==> config.mk <==
export PLATFORM = sky130hd
export DESIGN_NAME = fd_pipe_reg
export DESIGN_NICKNAME = d
export VERILOG_FILES = /design/src/rtl/fd_pipe_reg_pkg.sv /design/src/rtl/fd_pipe_reg_perf_counter.sv /design/src/rtl/fd_pipe_reg.sv
export SDC_FILE = /design/constraint.sdc
export NUM_CORES = 1
export LEC_CHECK = 0
export CORE_ASPECT_RATIO = 1.4
export CORE_UTILIZATION = 48
export DETAILED_ROUTE_END_ITERATION = 8
export HOLD_SLACK_MARGIN = 0.15
export MAX_ROUTING_LAYER = met4
export PLACE_DENSITY = 0.82
export SYNTH_ARGS = -nofsm -noshare
export SYNTH_HDL_FRONTEND = slang
export SYNTH_HIERARCHICAL = 1
export SYNTH_SLANG_ARGS = --single-unit
==> constraint.sdc <==
create_clock -name clk -period 6.8 [get_ports clk]
set_clock_uncertainty 0.15 [all_clocks]
set_input_delay 1.36 -clock clk [delete_from_list [all_inputs] [get_ports clk]]
set_output_delay 1.36 -clock clk [all_outputs]
set_load 0.01 [all_outputs]
==> src/rtl/fd_pipe_reg_pkg.sv <==
`default_nettype none
// +--------------------------------------------------------------------+
// | fd_pipe_reg_pkg : ExcCodes, vectors and slot type shared by stages |
// | Revision 1.0                                                       |
// +--------------------------------------------------------------------+
package fd_pipe_reg_pkg;

  localparam logic [4:0]  EXC_NONE = 5'd0;
  localparam logic [4:0]  EXC_INT  = 5'd0;
  localparam logic [4:0]  EXC_ADEL = 5'd4;
  localparam logic [4:0]  EXC_ADES = 5'd5;
  localparam logic [4:0]  EXC_RI   = 5'd10;
  localparam logic [4:0]  EXC_OV   = 5'd12;

  localparam logic [31:0] DEF_RESET_PC   = 32'h0000_0000;
  localparam logic [31:0] DEF_HANDLER_PC = 32'h0000_4180;

  typedef struct packed {
    logic [31:0] pc;
    logic [31:0] instr;
    logic [4:0]  exc_code;
    logic        bd;
    logic        valid;
  } fd_slot_t;

  // A bubble keeps a PC so CP0 always has something sane to report.
  function automatic fd_slot_t bubble_at(input logic [31:0] pc);
    fd_slot_t s;
    s.pc       = pc;
    s.instr    = 32'h0;
    s.exc_code = EXC_NONE;
    s.bd       = 1'b0;
    s.valid    = 1'b0;
    return s;
  endfunction

endpackage
`default_nettype wire

==> src/rtl/fd_pipe_reg_perf_counter.sv <==
`default_nettype none
// +--------------------------------------------------------------------+
// | fd_pipe_reg_perf_counter : wrapping event counter, sync reset      |
// | Revision 1.0                                                       |
// +--------------------------------------------------------------------+
module fd_pipe_reg_perf_counter
  import fd_pipe_reg_pkg::*;
#(
  parameter int CNT_W = 32
) (
  input  logic             clk,
  input  logic             reset,
  input  logic             inc,
  output logic [CNT_W-1:0] count
);

  logic [CNT_W-1:0] r_count;

  always_ff @(posedge clk) begin
    if (reset) begin
      r_count <= '0;
    end else if (inc) begin
      r_count <= r_count + 1'b1;
    end
  end

  assign count = r_count;

endmodule
`default_nettype wire

==> src/rtl/fd_pipe_reg.sv <==
`default_nettype none
// +--------------------------------------------------------------------+
// | fd_pipe_reg : F->D pipeline register with stall/flush/redirect     |
// | Revision 1.0                                                       |
// +--------------------------------------------------------------------+
module fd_pipe_reg #(
  parameter logic [31:0] RESET_PC   = 32'h0000_0000,
  parameter logic [31:0] HANDLER_PC = 32'h0000_4180,
  parameter logic [4:0]  EXC_ADEL   = 5'd4,
  parameter int          CNT_W      = 32
) (
  input  logic             clk,
  input  logic             reset,
  input  logic             en,
  input  logic             req,
  input  logic             flush,
  input  logic [31:0]      F_pc,
  input  logic [31:0]      F_instr,
  input  logic             F_excAdEL,
  input  logic             F_bd,
  output logic [31:0]      D_pc,
  output logic [31:0]      D_instr,
  output logic [4:0]       D_excCode,
  output logic             D_bd,
  output logic             D_valid,
  output logic [CNT_W-1:0] instr_cnt,
  output logic [CNT_W-1:0] stall_cnt
);

  import fd_pipe_reg_pkg::*;

  fd_slot_t r_slot;
  fd_slot_t w_capture;
  logic     w_issue;
  logic     w_stall;

  always_comb begin
    w_capture.pc       = F_pc;
    w_capture.bd       = F_bd;
    w_capture.valid    = 1'b1;
    w_capture.exc_code = F_excAdEL ? EXC_ADEL : EXC_NONE;
    w_capture.instr    = F_excAdEL ? 32'h0 : F_instr;
  end

  // Priority: reset > req > stall hold > flush > capture.
  always_ff @(posedge clk) begin
    if (reset) begin
      r_slot <= bubble_at(RESET_PC);
    end else if (req) begin
      r_slot <= bubble_at(HANDLER_PC);
    end else if (en) begin
      if (flush) begin
        r_slot <= bubble_at(F_pc);
      end else begin
        r_slot <= w_capture;
      end
    end
  end

  assign w_issue = !req && en && !flush;
  assign w_stall = !req && !en;

  fd_pipe_reg_perf_counter #(.CNT_W(CNT_W)) u_instr_cnt (
    .clk   (clk),
    .reset (reset),
    .inc   (w_issue),
    .count (instr_cnt)
  );

  fd_pipe_reg_perf_counter #(.CNT_W(CNT_W)) u_stall_cnt (
    .clk   (clk),
    .reset (reset),
    .inc   (w_stall),
    .count (stall_cnt)
  );

  assign D_pc      = r_slot.pc;
  assign D_instr   = r_slot.instr;
  assign D_excCode = r_slot.exc_code;
  assign D_bd      = r_slot.bd;
  assign D_valid   = r_slot.valid;

endmodule
`default_nettype wire

; Word level (Yosys, flattened, before mapping)
; Index checks and enable logic that the tools add are counted.
[word_totals]
regBits = 135
input_bits = 71
output_inout_bits = 135
word_cells = 23
[classes]
n_addsub = 2
mux = 5
n_reduce_logical = 8
[ops]
columns = operator, count
row1 = 54-bit two-way mux, 2
row2 = 32-bit by 1-bit adder with 32-bit output (second input constant), 2
row3 = 39-bit two-way mux, 1
row4 = 32-bit two-way mux, 1
row5 = 1-bit logical AND, 3
row6 = 1-bit logical NOT, 3
row7 = 3-bit two-way mux, 1
row8 = 2-bit nonzero test, 1
row9 = 2-bit OR reduction, 1

; Longest topological paths before layout
; Gate-level depths: netlist (run 1).
[depth]
word_depth = 4
mapped_depth = 9
depth_no_buf = 5

; Hierarchy
; The synthesis (run 1) kept the hierarchy.
[modules_own_cells]
columns = module, n_inst, cells_each, area_per_inst_um2, seq_area_each_um2
row1 = fd_pipe_reg_perf_counter, 2, 181, 1564.0, 640.6
row2 = fd_pipe_reg, 1, 201, 2356.0, 1341.3

; Least setup slack after synthesis (run 1)
; OpenSTA, ideal clock, no wires.
[synth_path]
path_kind = input to register
from = input en
to = register u_instr_cnt.r_count[27] (netlist: u_instr_cnt/count[27])
setup_ns = 0.121
t_arrival_ns = 3.143
t_required_ns = 6.529
slack_ns = 3.387
stages = 9
n_path_buf = 4
cell_sequence = buf_6 buf_2 nor3b_1 buf_2 and4_1 buf_2 nand4_1 nor3b_1 mux2_2
[synth_via]
elab_chain_cells = 2
[synth_lines]
columns = element, line_no
row1 = start: declaration, fd_pipe_reg.sv:14  ; input logic en,
row2 = 1-bit logical AND (2 in series), fd_pipe_reg.sv:60  ; assign w_issue = !req && en && !flush;
row3 = net w_issue, fd_pipe_reg.sv:34  ; logic w_issue;
row4 = end signal: assignment, fd_pipe_reg_perf_counter.sv:23  ; r_count <= r_count + 1'b1;
row5 = end: declaration, fd_pipe_reg_perf_counter.sv:17  ; logic [CNT_W-1:0] r_count;
; The timed path passes the listed nets, and every way through them passes these cells.
; A chain may end at the register's enable or synchronous reset.

; Worst setup path in the final report (run 1)
[layout_path]
from = input req
to = register u_instr_cnt.r_count[29] (netlist: u_instr_cnt/count[29])
[layout_via]
elab_chain_cells = 3
[layout_lines]
columns = element, line_no
row1 = start: declaration, fd_pipe_reg.sv:15  ; input logic req,
row2 = 1-bit logical NOT, fd_pipe_reg.sv:60
row3 = 1-bit logical AND (2 in series), fd_pipe_reg.sv:60
row4 = net w_issue, fd_pipe_reg.sv:34
; The timed path passes the listed nets, and every way through them passes these cells.

==> impl_metrics.csv, run 1 <==
group,metric,value,unit
critical_path,crit_slowest_cell,"nor3b_1",
critical_path,worstPathMaxFanout,9,
sta,setup_tns,0,ps
sta,finalCriticalPeriod,4060,ps
critical_path,critPathLaunchType,"input port",
worst_hold_path,hold_class,"flip-flop to flip-flop",
grt,grt_first_pass_wirelength,23.81,mm
clocking,tritoncts,"built",
critical_path,cp.required,6940,ps
critical_path,critPathTopFamily,"simple AND/OR/NAND/NOR gates",
clocking,cts_hold_buf,0,
drt,drt_iter0_drc,245,
drt,drc,0,
synthesis,yosys.area.top_type,"dfxtp_1",
place,place.gp.congestion,0.8120,
power,power_density,239.5,nW/µm²
synthesis,postSynth.asyncResetShare,0,%
sta,drv_slew,0,
clocking,clk_latency,410,ps
layout,area_growth,48.41,%
drt,wl_met3,1.096,mm
die,ioPinCount,206,
power,leakagePower,2.984,nW
power,power.internal,1.541,mW
critical_path,r2r_cells,4,
sta,hold_violations,0,
synthesis,synth-edff-count,0,
clocking,cts.htree.levels,4,
synthesis,synth-seq-cells,131,
die,die_area,11860,µm²
clocking,clock_path_buffers,2,
sta,period_share,59.71,%
power,ir_worst_vdd,0.0001601,V
clocking,cts.sinks,131,
drt,route.met2.wl,8.248,mm
sta,slew_headroom,15.02,%
clocking,cts_buffers,17,
layout,multi_input_area,2609,µm²
place,portBuffers,201,
synthesis,synth_most_common_cell,"dfxtp_1",
clocking,clkTransAtPathRegs,60,ps
drt,dr.max_layer_used,"met4",
synthesis,ys.warnings.count,6,
place,hpwl,11.07,mm
synthesis,yosysSeqAreaShare,47.82,%
grt,track_usage,26.47,%
critical_path,worstPathCellList,"clkdlybuf4s50_1 > nor3b_1 > and4_1 > nand4_1 > nor3_1 > mux2_2",
synthesis,syn_inst,563,
grt,grt_max_degree,93,
critical_path,critical_path_class,"input port to flip-flop",
synthesis,synth_flop_cell,"dfxtp_1",
layout,final_layout_size_suffix_gt1_share,8.827,%
synthesis,syn_avg_cell_area,9.741,µm²
grt,overflow,0,
drt,vias_per_cell,5.476,
critical_path,cpPeakStageDelay,770,ps
synthesis,yosys-top-cells-count,"dfxtp_1, nor2_1, mux2i_1",
layout,regArea,2623,µm²
drt,num_vias,4934,
layout,filler_cell_count,828,
critical_path,reg2reg_from,"u_stall_cnt/count[2]",
power,p_sw_share,20.98,%
clocking,root_buffer,"clkbuf_16",
die,die-width,92.34,µm
die,design.core.area,10980,µm²
power,p_clk_share,53.3,%
grt,antenna_found_initial,1,
drt,firstDrtPassIters,4,
sta,max_freq,0.2463,GHz
synthesis,synth_top_area_share,47.82,%
power,pwr-share-comb,6.4,%
critical_path,timing.rr.end,"u_stall_cnt/count[29]",
sta,tightest_slew,1273,ps
drt,ant_nets,0,
critical_path,cp-endpoint,"u_instr_cnt/count[29]",
grt,grt_pass1_vias,4756,
drt,wl_per_cell,17.14,µm
die,fp-row-count,45,
critical_path,r2r_slack,4570,ps
sta,grt_setup_unrepaired,"false",
synthesis,synth.distinct_cells,41,
drt,drt_wl_total,15.44,mm
layout,nets,819,
synthesis,netlist_area,5484,µm²
drt,wl_met1,5.814,mm
run,maxCapViolations,0,
critical_path,worstSetupStartpoint,"req",
critical_path,cp_data_arrival_time,4210,ps
status,status,"finished, final reports clean",
clocking,cts.repair.resized,0,
die,chipHeight,128.5,µm
layout,utilization,74.13,%
critical_path,crit_cells,6,
synthesis,yosys-top-cells-area,"dfxtp_1, mux2i_1, a32o_1",
critical_path,endpoint_kind,"flip-flop",
die,initial_utilization,49.95,%
sta,setup-violations-final,0,
clocking,post-cts-setup-buffers,0,
critical_path,crit_buf_inv,1,
power,p_switching,0.4091,mW
power,pwr-share-seq,40.3,%
## registers in the layout, summed over array words and instances (netlist names)
name               cells
D_instr               32
D_pc                  32
u_instr_cnt/count     32
u_stall_cnt/count     32
D_bd                   1
D_excCode              1
D_valid                1
## cell usage in the layout, fill, tap and decap left out, types with 4 or more instances in the layout
master,instances
nand2_1,18
nor2_1,83
inv_1,9
nand4_1,20
dfxtp_1,131
o21ai_0,8
conb_1,4
and4_1,6
or3_1,8
or4_1,6
clkdlybuf4s50_1,199
nor4_1,4
o31ai_1,6
bufinv_16,6
nor3_1,20
xnor2_1,8
mux2_2,18
nand3_1,18
clkbuf_16,17
a32o_1,32
nor2b_1,20
mux2_1,4
xor2_1,18
and3_1,4
a21oi_1,19
mux2i_1,34
## cell type report
cell class | instances | area share (%)
Antenna cell | 1 | 0.03075
Sequential cell | 131 | 32.22
Clock buffer | 17 | 5.227
Multi-Input combinational cell | 384 | 32.05
Tap cell | 141 | 2.168
Inverter | 9 | 0.4151
Clock inverter | 15 | 3.105
Timing Repair Buffer | 203 | 24.78
## per-layer routing
layer | up-vias | GRT usage, %
met5 | - | -
met4 | 0 | 9.467
met3 | 19 | 7.979
met2 | 196 | 48.54
met1 | 2343 | 26.15
li1 | 2376 | -
## kinds of logic after synthesis
group	count (synthesis)	share of synthesized area, %
AO/OA/AOI/OAI	66	9.263
buffers and inverters	51	4.974
multiplexers	56	10.72
other	1	0.06838
adder cells (fa/ha/maj)	2	0.4562
AND/OR/NAND/NOR	230	22.54
XOR/XNOR	26	4.152
flip-flops	131	47.82
## metrics by stage
stage / instances / worst slack [ps] / cell area (µm²) / total power, mW / hold slack (ps)
floorplan: 566 / 3387 / 5495 / 0.8554 / 339.8
global placement: 868 / 2497 / 7458 / 0.9235 / 295.6
detailed placement: 868 / 2312 / 7458 / 0.9273 / 303.7
CTS: 900 / 2760 / 8137 / 1.966 / 317.7
global route: 901 / 2486 / 8139 / 2.008 / 322.4
finish: 901 / 2740 / 8139 / 1.950 / 316.9
## power groups by stage
stage	clock (mW)	combinational (mW)	sequential, mW
2_1_floorplan	0	0.0489	0.806
5_1_grt	1.09	0.134	0.787
3_3_place_gp	0	0.122	0.802
6_report	1.04	0.125	0.786
4_1_cts	1.05	0.126	0.786
3_5_place_dp	0	0.125	0.802
## how the worst min path moves through the flow
stage | from | cells past startpoint | end
detailed placement | D_instr[29] | 1 | D_instr[29]
CTS | D_instr[29] | 1 | D_instr[29]
global placement | D_instr[9] | 1 | D_instr[9]
floorplan | D_bd | 2 | D_bd
global route | D_instr[5] | 1 | D_instr[5]
finish | D_instr[5] | 1 | D_instr[5]
## worst reg2reg max path: stages (launching register included)
cell     delay [ps]
dfxtp_1         470
and4_1          430
nand4_1         370
nor3_1          340
mux2_2          370
Note: power is estimated with default switching activity, not from simulation.
==> inputs of run 2 (changes only) <==
- CORE_UTILIZATION: 48 -> 44
- PLACE_DENSITY: 0.82 -> 0.76
- clock period: 6.8 -> 3.8 ns (I/O delays scaled with it)
==> impl_metrics.csv, run 2 (same netlist as run 1, synthesis figures left out) <==
group,metric,value,unit
place,portBuffers,201,
clocking,clkTransAtPathRegs,60,ps
power,power_density,400.0,nW/µm²
drt,wl_per_cell,16.41,µm
drt,drt_wl_total,14.98,mm
layout,final_common_cell,"clkdlybuf4s50_1",
critical_path,r2r_cells,4,
run,maxCapViolations,0,
worst_hold_path,hold_class,"flip-flop to flip-flop",
die,fp-row-count,47,
place,hpwl,11.01,mm
critical_path,reg2reg_from,"u_instr_cnt/count[8]",
grt,grt_first_pass_wirelength,22.94,mm
drt,num_vias,4915,
critical_path,worstSetupStartpoint,"req",
sta,period_share,80.16,%
status,status,"finished, final reports clean",
layout,final_layout_size_suffix_gt1_share,9.661,%
drt,ant_nets,0,
sta,grt_setup_unrepaired,"false",
critical_path,endpoint_kind,"flip-flop",
layout,final_cell_mix,"clkdlybuf4s50_1, dfxtp_1, nor2_1",
clocking,post-cts-setup-buffers,0,
drt,drt_iter0_drc,176,
critical_path,crit_cells,6,
critical_path,critical_path_class,"input port to flip-flop",
clocking,tritoncts,"built",
die,die-width,96.36,µm
sta,slew_headroom,41.14,%
grt,grt_max_degree,55,
drt,drc,0,
critical_path,worstPathMaxFanout,9,
critical_path,critPathTopFamily,"simple AND/OR/NAND/NOR gates",
place,dp_cells,881,
sta,setup_tns,0,ps
place,place.gp.congestion,0.8280,
critical_path,cp-endpoint,"u_instr_cnt/count[30]",
sta,setup-violations-final,0,
sta,max_freq,0.3283,GHz
layout,utilization,67.59,%
clocking,cts.repair.resized,0,
clocking,cts.sinks,131,
sta,hold_violations,0,
clocking,cts_buffers,17,
critical_path,timing.rr.end,"u_instr_cnt/count[29]",
drt,vias_per_cell,5.383,
drt,firstDrtPassIters,4,
sta,drv_slew,0,
grt,track_usage,23.53,%
worst_hold_path,min_from,"D_instr[19]",
grt,overflow,0,
power,leakagePower,2.983,nW
clocking,clock_path_buffers,2,
grt,grt_pass1_vias,4755,
sta,finalCriticalPeriod,3046,ps
critical_path,cpPeakStageDelay,560,ps
die,die_area,12920,µm²
layout,area_growth,47.87,%
sta,fin_ws,753.9,ps
power,ir_worst_vdd,0.0003159,V
die,chipHeight,134.1,µm
clocking,cts_hold_buf,0,
clocking,cts.htree.levels,4,
grt,antenna_found_initial,0,
die,design.core.area,12000,µm²
die,ioPinCount,206,
critical_path,crit_slowest_cell,"clkdlybuf4s50_1",
critical_path,r2r_slack,1590,ps
die,initial_utilization,45.71,%
critical_path,crit_buf_inv,1,
critical_path,worstPathCellList,"clkdlybuf4s50_1 > nor3b_1 > and4_1 > nand4_1 > nor3_1 > mux2_2",
layout,stdcell_count,913,
critical_path,critPathLaunchType,"input port",
critical_path,cp_data_arrival_time,3200,ps
place,pre_cts_slack,371.7,ps
worst_hold_path,whs_path_depth,1,
layout,nets,826,
sta,tightest_slew,882.8,ps
clocking,clk_latency,410,ps
layout,diodes,0,
sta,timing.hold.ws,313.3,ps
layout,filler_cell_count,957,
critical_path,cp.required,3960,ps
clocking,root_buffer,"clkbuf_16",
## run 2: changes by cell type in the layout (fill, tap and decap cells not counted)
cell	previous run	this run
bufinv_16	6	2
inv_6	3	4
clkinv_2	1	3
clkbuf_8	0	1
buf_4	2	9
diode_2	1	0
## run 2: layer usage
layer	GRT usage, %	vias to the layer above	wire (µm)
met5	-	-	0
met4	8.088	0	336
met3	7.313	25	1251
met2	41.25	183	7774
met1	24.42	2318	5616
li1	-	2389	-
## run 2: worst min path at each step
stage / slack [ps] / endpoint
floorplan: 340 / D_bd
global placement: 300 / D_instr[17]
detailed placement: 300 / D_instr[18]
CTS: 320 / D_instr[18]
global route: 330 / D_instr[14]
finish: 310 / D_instr[19]
## run 2: area by class of cell
cell class	count	area (µm²)	area share (%)
sequential	131	2623	32.34
multi-input combinational	384	2609	32.17
timing repair buffer	210	2069	25.52
clock buffer	18	439.2	5.416
tap	147	183.9	2.268
clock inverter	14	151.4	1.867
inverter	9	33.78	0.4166
## run 2: worst register-to-register path, stage by stage, from the launching register on
cell,delay (ps)
dfxtp_1,470
nand4_2,190
or4_4,650
nor3_1,280
mux2_2,360
## run 2: per-stage QoR
| stage | cell area (µm²) | total power, mW |
|---|---|---|
| after floorplan | 5495 | 1.531 |
| after global placement | 7518 | 1.655 |
| after detailed placement | 7518 | 1.660 |
| after CTS | 8109 | 3.277 |
| after global routing | 8109 | 3.359 |
| final | 8109 | 3.244 |
## run 2: power breakdown
| part | switching (mW) | leakage, nW | internal, mW |
|---|---|---|---|
| Clock | 0.624 | 0.287 | 0.989 |
| Combinational | 0.0968 | 1.64 | 0.129 |
| Sequential | 0.0112 | 1.06 | 1.39 |
